--- src/rtl/kyber_pkg.sv ---
// kyber_pkg
//   Shared Kyber constants and types used by the coefficient-scaling blocks.
//   KYBER_Q        : the Kyber modulus q = 3329.
//   KYBER_HALF_QP1 : (q + 1) / 2, the modular inverse of 2.
//   state_t        : sequencer states IDLE / ITER / DONE.
//   reduce_once()  : one conditional subtraction of q; any 12-bit value is
//                    below 2q, so the result is always fully reduced.
package kyber_pkg;

  localparam logic [11:0] KYBER_Q        = 12'd3329;
  localparam logic [10:0] KYBER_HALF_QP1 = 11'd1665;

  typedef enum logic [1:0] {
    IDLE = 2'd0,
    ITER = 2'd1,
    DONE = 2'd2
  } state_t;

  function automatic logic [11:0] reduce_once(input logic [11:0] x);
    logic [11:0] r;
    r = (x >= KYBER_Q) ? (x - KYBER_Q) : x;
    return r;
  endfunction

endpackage

--- src/rtl/halve_seq_div2.sv ---
// div2
//   Combinational modular halving in Z_q, q = 3329.
//   y = x / 2 mod q = (x >> 1) + (x odd ? (q + 1) / 2 : 0).
//   For x < q the result is < q, so no further reduction is needed.
// Ports:
//   i_x : 12-bit operand, must be < 3329
//   o_y : 12-bit result,  < 3329
module div2
  import kyber_pkg::*;
(
  input  logic [11:0] i_x,
  output logic [11:0] o_y
);

  logic [11:0] w_shift;
  logic [11:0] w_addend;

  always_comb begin
    w_shift  = {1'b0, i_x[11:1]};
    w_addend = i_x[0] ? {1'b0, KYBER_HALF_QP1} : '0;
    o_y      = w_shift + w_addend;
  end

endmodule

--- src/rtl/halve_seq.sv ---
// halve_seq
//   Iterative modular-halving sequencer for Kyber coefficients (q = 3329).
//   Accepts one 12-bit coefficient and a halving count k, then applies the
//   shared div2 unit once per cycle for k cycles, producing
//   out_data = in_data * 2^-k mod q.
//
// Parameters:
//   CNT_W     : width of the halving count, k in 0 .. 2^CNT_W-1
// Ports:
//   clk       : rising-edge clock
//   rst_n     : asynchronous active-low reset
//   in_valid  : coefficient and count offered
//   in_ready  : offer accepted this cycle
//   in_data   : coefficient 0..4095 (reduced mod q at load)
//   in_cnt    : number of halvings k
//   out_valid : result held on out_data
//   out_ready : consumer takes the result
//   out_data  : result, always < 3329
//   busy      : block is not in IDLE
//
// Configuration macro:
//   HALVE_SEQ_OVERLAP_EN : when defined, in DONE in_ready follows out_ready so
//                          a new job loads on the same edge the result leaves.
module halve_seq
  import kyber_pkg::*;
#(
  parameter int unsigned CNT_W = 3
) (
  input  logic             clk,
  input  logic             rst_n,
  input  logic             in_valid,
  output logic             in_ready,
  input  logic [11:0]      in_data,
  input  logic [CNT_W-1:0] in_cnt,
  output logic             out_valid,
  input  logic             out_ready,
  output logic [11:0]      out_data,
  output logic             busy
);

  state_t           r_state;
  logic [11:0]      r_acc;
  logic [CNT_W-1:0] r_cnt;
  logic [11:0]      r_out_data;

  logic [11:0]      w_load_acc;
  logic [11:0]      w_next_acc;
  logic             w_in_ready;
  logic             w_cnt_zero_in;
  logic             w_last_iter;

  div2 u_div2 (
    .i_x (r_acc),
    .o_y (w_next_acc)
  );

  always_comb begin
    w_load_acc    = reduce_once(in_data);
    w_cnt_zero_in = (in_cnt == '0);
    w_last_iter   = (r_cnt == CNT_W'(1));
  end

  always_comb begin
    w_in_ready = (r_state == IDLE);
`ifdef HALVE_SEQ_OVERLAP_EN
    if (r_state == DONE) begin
      w_in_ready = out_ready;
    end
`endif
  end

  // out_data is loaded on the edge that enters DONE, so it equals acc
  // throughout DONE and holds its value in every other state.
  always_ff @(posedge clk or negedge rst_n) begin
    if (!rst_n) begin
      r_state    <= IDLE;
      r_acc      <= '0;
      r_cnt      <= '0;
      r_out_data <= '0;
    end else begin
      case (r_state)
        IDLE: begin
          if (in_valid) begin
            r_acc <= w_load_acc;
            r_cnt <= in_cnt;
            if (w_cnt_zero_in) begin
              r_state    <= DONE;
              r_out_data <= w_load_acc;
            end else begin
              r_state <= ITER;
            end
          end
        end

        ITER: begin
          r_acc <= w_next_acc;
          r_cnt <= r_cnt - CNT_W'(1);
          if (w_last_iter) begin
            r_state    <= DONE;
            r_out_data <= w_next_acc;
          end
        end

        DONE: begin
          if (out_ready) begin
`ifdef HALVE_SEQ_OVERLAP_EN
            // Output and input handshakes on one edge: retire the result
            // and start the next job without passing through IDLE.
            if (in_valid) begin
              r_acc <= w_load_acc;
              r_cnt <= in_cnt;
              if (w_cnt_zero_in) begin
                r_state    <= DONE;
                r_out_data <= w_load_acc;
              end else begin
                r_state <= ITER;
              end
            end else begin
              r_state <= IDLE;
            end
`else
            r_state <= IDLE;
`endif
          end
        end

        default: begin
          r_state <= IDLE;
        end
      endcase
    end
  end

  assign in_ready  = w_in_ready;
  assign out_valid = (r_state == DONE);
  assign out_data  = r_out_data;
  assign busy      = (r_state != IDLE);

endmodule

--- config.mk ---
export PLATFORM = sky130hd
export DESIGN_NAME = halve_seq
export DESIGN_NICKNAME = d
export VERILOG_FILES = /design/src/rtl/kyber_pkg.sv /design/src/rtl/halve_seq_div2.sv /design/src/rtl/halve_seq.sv
export SDC_FILE = /design/constraint.sdc
export NUM_CORES = 1
export LEC_CHECK = 0
export ABC_CLOCK_PERIOD_IN_PS = 1650
export CAP_MARGIN = 20
export CELL_PAD_IN_SITES_DETAIL_PLACEMENT = 1
export CELL_PAD_IN_SITES_GLOBAL_PLACEMENT = 1
export CORE_ASPECT_RATIO = 0.9
export CORE_UTILIZATION = 36
export DETAILED_ROUTE_END_ITERATION = 8
export PLACE_DENSITY = 0.87
export SLEW_MARGIN = 30
export SYNTH_ARGS = -nofsm -noshare
export SYNTH_HDL_FRONTEND = slang
export SYNTH_SLANG_ARGS = --single-unit
--- constraint.sdc ---
create_clock -name clk -period 1.65 [get_ports clk]
set_input_delay 0.165 -clock clk [delete_from_list [all_inputs] [get_ports clk]]
set_output_delay 0.165 -clock clk [all_outputs]
set_load 0.01 [all_outputs]
==> tab_implementation.tex <==
\begin{tabular}{lr}
\hline
Metric & Value \\
\hline
\multicolumn{2}{l}{\textbf{Drt}} \\
\quad Final wirelength & 9560 um \\
\quad Highest metal used & met4 \\
\quad Average wire length per cell after detail routing & 23.8 um \\
\quad Iteration-0 DRC count of the detailed router & 166 \\
\quad Met1 wire length & 3460 um \\
\quad Count of unresolved DRC violations after routing & 0 \\
\quad Total iterations of the first detailed-routing run & 4 \\
\quad Detailed route wirelength on metal2 & 4920 um \\
\quad Vias after detailed routing & 2,433 \\
\quad Routed length on met3 & 659 um \\
\quad DR vias/cell & 6.07 \\
\quad Antenna violation net count after detailed routing & 0 \\
\multicolumn{2}{l}{\textbf{STA}} \\
\quad Final Hold Viols & 0 \\
\quad Min cycle time layout & 1.89 ns \\
\quad Post-route clock period utilization & 114\% \\
\quad Max transition margin & 72.2\% \\
\quad Final critical-path setup slack & -0.236 ns \\
\quad Unrepaired setup endpoints after global routing & yes \\
\quad Transition at the pin with the smallest max-transition slack & 0.416 ns \\
\quad Total count of max-transition violations in the final report & 0 \\
\quad Finish-stage setup viols & 20 \\
\quad Post-route clock skew & 0.00940 ns \\
\quad Achievable clock frequency & 0.530 GHz \\
\multicolumn{2}{l}{\textbf{Flow run}} \\
\quad Number of maximum-capacitance violations & 0 \\
\multicolumn{2}{l}{\textbf{Logic synthesis}} \\
\quad XOR/XNOR share of the synthesized area & 3.88\% \\
\quad Per-instance average area after synthesis & 8.58 um\^{}2 \\
\quad Post-synthesis share of cell area spent on full adders, half adders and majority gates & 5.54\% \\
\quad Top FF cell, synth & sky130\_fd\_sc\_hd\_\_dfrtp\_1 \\
\quad Count of flip-flops with a built-in enable after synthesis & 0 \\
\quad Number of register bits inferred by synthesis & 29 \\
\quad Basic-gate share of the synthesized area counting and, or, nand and nor cells & 22.0\% \\
\quad Dominant combinational cell family by area after synthesis & compound AO/OA/AOI/OAI gates \\
\quad Mapped Nets & 265 \\
\quad Number of library cell types mapped by synthesis & 57 \\
\quad Cell area after synthesis & 0.00203 mm\^{}2 \\
\quad Sequential fraction of the synthesis area & 35.7\% \\
\quad Share of synthesized area spent on multiplexers & 2.15\% \\
\quad Cells after synthesis & 237 \\
\quad Async set or reset register ratio after synthesis & 100\% \\
\quad Total of warnings raised by yosys & 0 \\
\quad Compound-Gate Fraction of Synth Area & 25.4\% \\
\multicolumn{2}{l}{\textbf{Floorplanning}} \\
\quad Die height & 73.3 um \\
\quad Area enclosed by the die boundary & 0.00595 mm\^{}2 \\
\quad Cell row count & 25 \\
\quad Io pins & 34 \\
\quad Initial core utilization & 38.0\% \\
\quad CORE AREA & 0.00535 mm\^{}2 \\
\quad Die width & 81.2 um \\
\multicolumn{2}{l}{\textbf{Placement}} \\
\quad Final weighted congestion in routability-driven placement & 0.898 \\
\quad Input/output buffers & 33 \\
\quad HPWL after detailed placement & 5790 um \\
\quad Setup slack at placement & -0.767 ns \\
\quad Placed cell count & 381 \\
\multicolumn{2}{l}{\textbf{Final layout}} \\
\quad Relative area change from synthesis to final layout & 66.3\% \\
\quad Filler instances & 603 \\
\quad Post-layout net count & 361 \\
\quad Fraction of final layout cells sized beyond drive strength 1 & 43.1\% \\
\quad Number of standard cells in the layout, taps in and fillers out & 401 \\
\quad Number of diodes added for antenna fixing & 0 \\
\multicolumn{2}{l}{\textbf{Critical path}} \\
\quad Data arrival at the endpoint of the critical path & 2.10 ns \\
\quad Type of the worst setup path & flip-flop to flip-flop \\
\quad Crit. End Element & flip-flop \\
\quad Nature of the critical path startpoint & flip-flop \\
\quad Worst Path Required & 1.86 ns \\
\quad Peak fanout along the critical path & 5 \\
\multicolumn{2}{l}{\textbf{Clock network}} \\
\quad Post-CTS clock slew at the launch and capture registers of the worst setup and hold paths & 0.07 ns \\
\quad Worst skew pair latency & 0.29 ns \\
\quad Clock tree from TritonCTS & built \\
\quad Depth of the CTS H-tree & 2 \\
\quad Clock sink count & 29 \\
\quad Inserted Clock Buffers & 5 \\
\quad Root cell of the clock tree & sky130\_fd\_sc\_hd\_\_clkbuf\_8 \\
\quad Number of buffers inserted by hold repair at cts & 0 \\
\quad Bufs on Longest Clock Path & 2 \\
\multicolumn{2}{l}{\textbf{Power}} \\
\quad Peak supply drop & 0.938 mV \\
\quad Clock group share of total power & 9.7\% \\
\quad Power spent charging and discharging nets & 2880 uW \\
\quad Internal power summed over all cells & 3280 uW \\
\quad Pwr per Cell Area & 1820 mW/mm\^{}2 \\
\quad Seq pwr share & 24.6\% \\
\quad Switching part of the total & 46.8\% \\
\quad Static power due to leakage & 0.00147 uW \\
\quad Total power of the final layout & 6160 uW \\
\quad Combinational Power Share & 65.8\% \\
\multicolumn{2}{l}{\textbf{Global route}} \\
\quad Overall Global Routing Usage & 31.6\% \\
\quad Global-route wire length before repair & 13,600 um \\
\quad Vias in the first global route & 2,598 \\
\quad Largest net degree at the start of global routing & 30 \\
\quad Grt total ovfl & 0 \\
\quad Antenna violations before repair & 0 \\
\multicolumn{2}{l}{\textbf{Outcome}} \\
\quad Run status & finished, violations left \\
\quad Violations in the final reports & negative setup slack \\
\multicolumn{2}{l}{\textbf{Hold path}} \\
\quad Hold Path Class & primary input to async pin \\
\hline
\end{tabular}
[kinds of logic after synthesis]
logic type      after synthesis
mux                           4
flops                        29
buf+inv                      24
fa+ha+maj                     9
simple gates                 85
compound gates               77
xor+xnor                      9
[final cells by class]
class,count,area [um^2],area share [%]
flip-flops and latches,29,727,21.5
multi-input cells,184,1550,45.8
well taps,67,83.8,2.48
inverters,11,46.3,1.37
clock inverters,3,17.5,0.518
repair buffers,102,890,26.3
clock buffers,5,68.8,2.03
[registers in the layout, indices dropped and copies added, names as in the netlist]
signal and cells:
out_data 12, r_cnt 3, r_state 2, r_acc 12
[layer usage]
metal  GRT usage, %  vias to the layer above
met5              0                        -
met2           56.2                      121
met3           5.84                       40
li1               -                     1060
met1           35.2                     1212
met4           18.3                        0
[worst paths after layout]
| kind | slack [ns] | cells past startpoint | endpoint | start |
|---|---|---|---|---|
| worst min register to register | 0.49 | 2 | out_data[11] | out_data[11] |
| worst max register to register | -0.24 | 6 | out_data[9] | r_acc[0] |
| min in group clk | 0.39 | 4 | out_data[1] | in_data[1] |
| worst min-delay path | 0.26 | 2 | out_data[11] | rst_n |
| max in group asynchronous | 1.07 | 2 | r_acc[0] | rst_n |
| worst max-delay path | -0.24 | 6 | out_data[9] | r_acc[0] |
[synth_stat cells, types with 2 or more instances]
cell | n | area (um^2)
sky130_fd_sc_hd__a22o_1 | 4 | 35.0
sky130_fd_sc_hd__and4_1 | 2 | 17.5
sky130_fd_sc_hd__nor3_1 | 3 | 15.0
sky130_fd_sc_hd__xnor2_1 | 8 | 70.1
sky130_fd_sc_hd__nor2_1 | 21 | 78.8
sky130_fd_sc_hd__o22ai_1 | 4 | 25.0
sky130_fd_sc_hd__o21ai_1 | 14 | 70.1
sky130_fd_sc_hd__inv_1 | 11 | 41.3
sky130_fd_sc_hd__o311ai_1 | 2 | 17.5
sky130_fd_sc_hd__ha_1 | 9 | 113
sky130_fd_sc_hd__clkbuf_1 | 8 | 30.0
sky130_fd_sc_hd__a21oi_1 | 14 | 70.1
sky130_fd_sc_hd__a31oi_1 | 7 | 43.8
sky130_fd_sc_hd__o21ai_0 | 9 | 45.0
sky130_fd_sc_hd__buf_6 | 2 | 22.5
sky130_fd_sc_hd__dfrtp_1 | 29 | 726
sky130_fd_sc_hd__nand2b_1 | 4 | 25.0
sky130_fd_sc_hd__nand3_1 | 6 | 30.0
sky130_fd_sc_hd__a31o_2 | 2 | 17.5
sky130_fd_sc_hd__nand4_1 | 2 | 12.5
sky130_fd_sc_hd__nor4_1 | 3 | 18.8
sky130_fd_sc_hd__mux2_2 | 3 | 33.8
sky130_fd_sc_hd__o211ai_2 | 2 | 25.0
sky130_fd_sc_hd__buf_2 | 3 | 15.0
sky130_fd_sc_hd__o31ai_1 | 4 | 30.0
sky130_fd_sc_hd__nand2_1 | 30 | 113
[power groups by stage]
stage	Combinational, uW	Sequential [uW]	Clock, uW
floorplan	1750	1390	0
global placement	3030	1410	0
detailed placement	3260	1440	0
CTS	3590	1480	595
global route	4340	1540	634
finish	4050	1520	595
[cell usage in the layout, fill, tap and decap left out, drive strengths merged, types with 5 or more instances in the layout]
cell           synthesis  layout
clkdlybuf4s50          0      21
nor2                  21      21
nand3                  6       6
nand2                 31      31
ha                     9       9
xnor2                  8       8
a31oi                  8       8
inv                   11      11
clkbuf                 8       5
buf                    5      73
o21ai                 23      23
a21oi                 14      14
dlygate4sd2            0       5
dfrtp                 29      29
[repair_timing]
item                                    in CTS  in global routing
hold endpoints to repair                     0                  0
endpoints found under the setup margin      27                 25
pin swaps                                   18                 30
buffers inserted                             6                  7
resized for setup                           68                 29
[worst max-delay path, cell delays in order, from the launching register on]
cell                      delay, ns
sky130_fd_sc_hd__dfrtp_2       0.49
sky130_fd_sc_hd__ha_4          0.31
sky130_fd_sc_hd__and3_4        0.22
sky130_fd_sc_hd__a31oi_4       0.09
sky130_fd_sc_hd__or3_1         0.34
sky130_fd_sc_hd__a31o_1        0.23
sky130_fd_sc_hd__o21ai_1       0.13
[stage by stage]
stage                     setup TNS, ns  instance area (um^2)  hold slack, ns  util, %
after global placement           -12.13                  2880           0.463     53.8
after detailed placement         -14.34                  2880           0.478     53.8
after floorplan                  -0.133                  2080          -0.131        -
after CTS                         -1.41                  3190           0.289     59.6
after global routing              -3.60                  3380           0.308     63.2
final                             -2.44                  3380           0.261     63.2
Note: power is estimated with default switching activity, not from simulation.
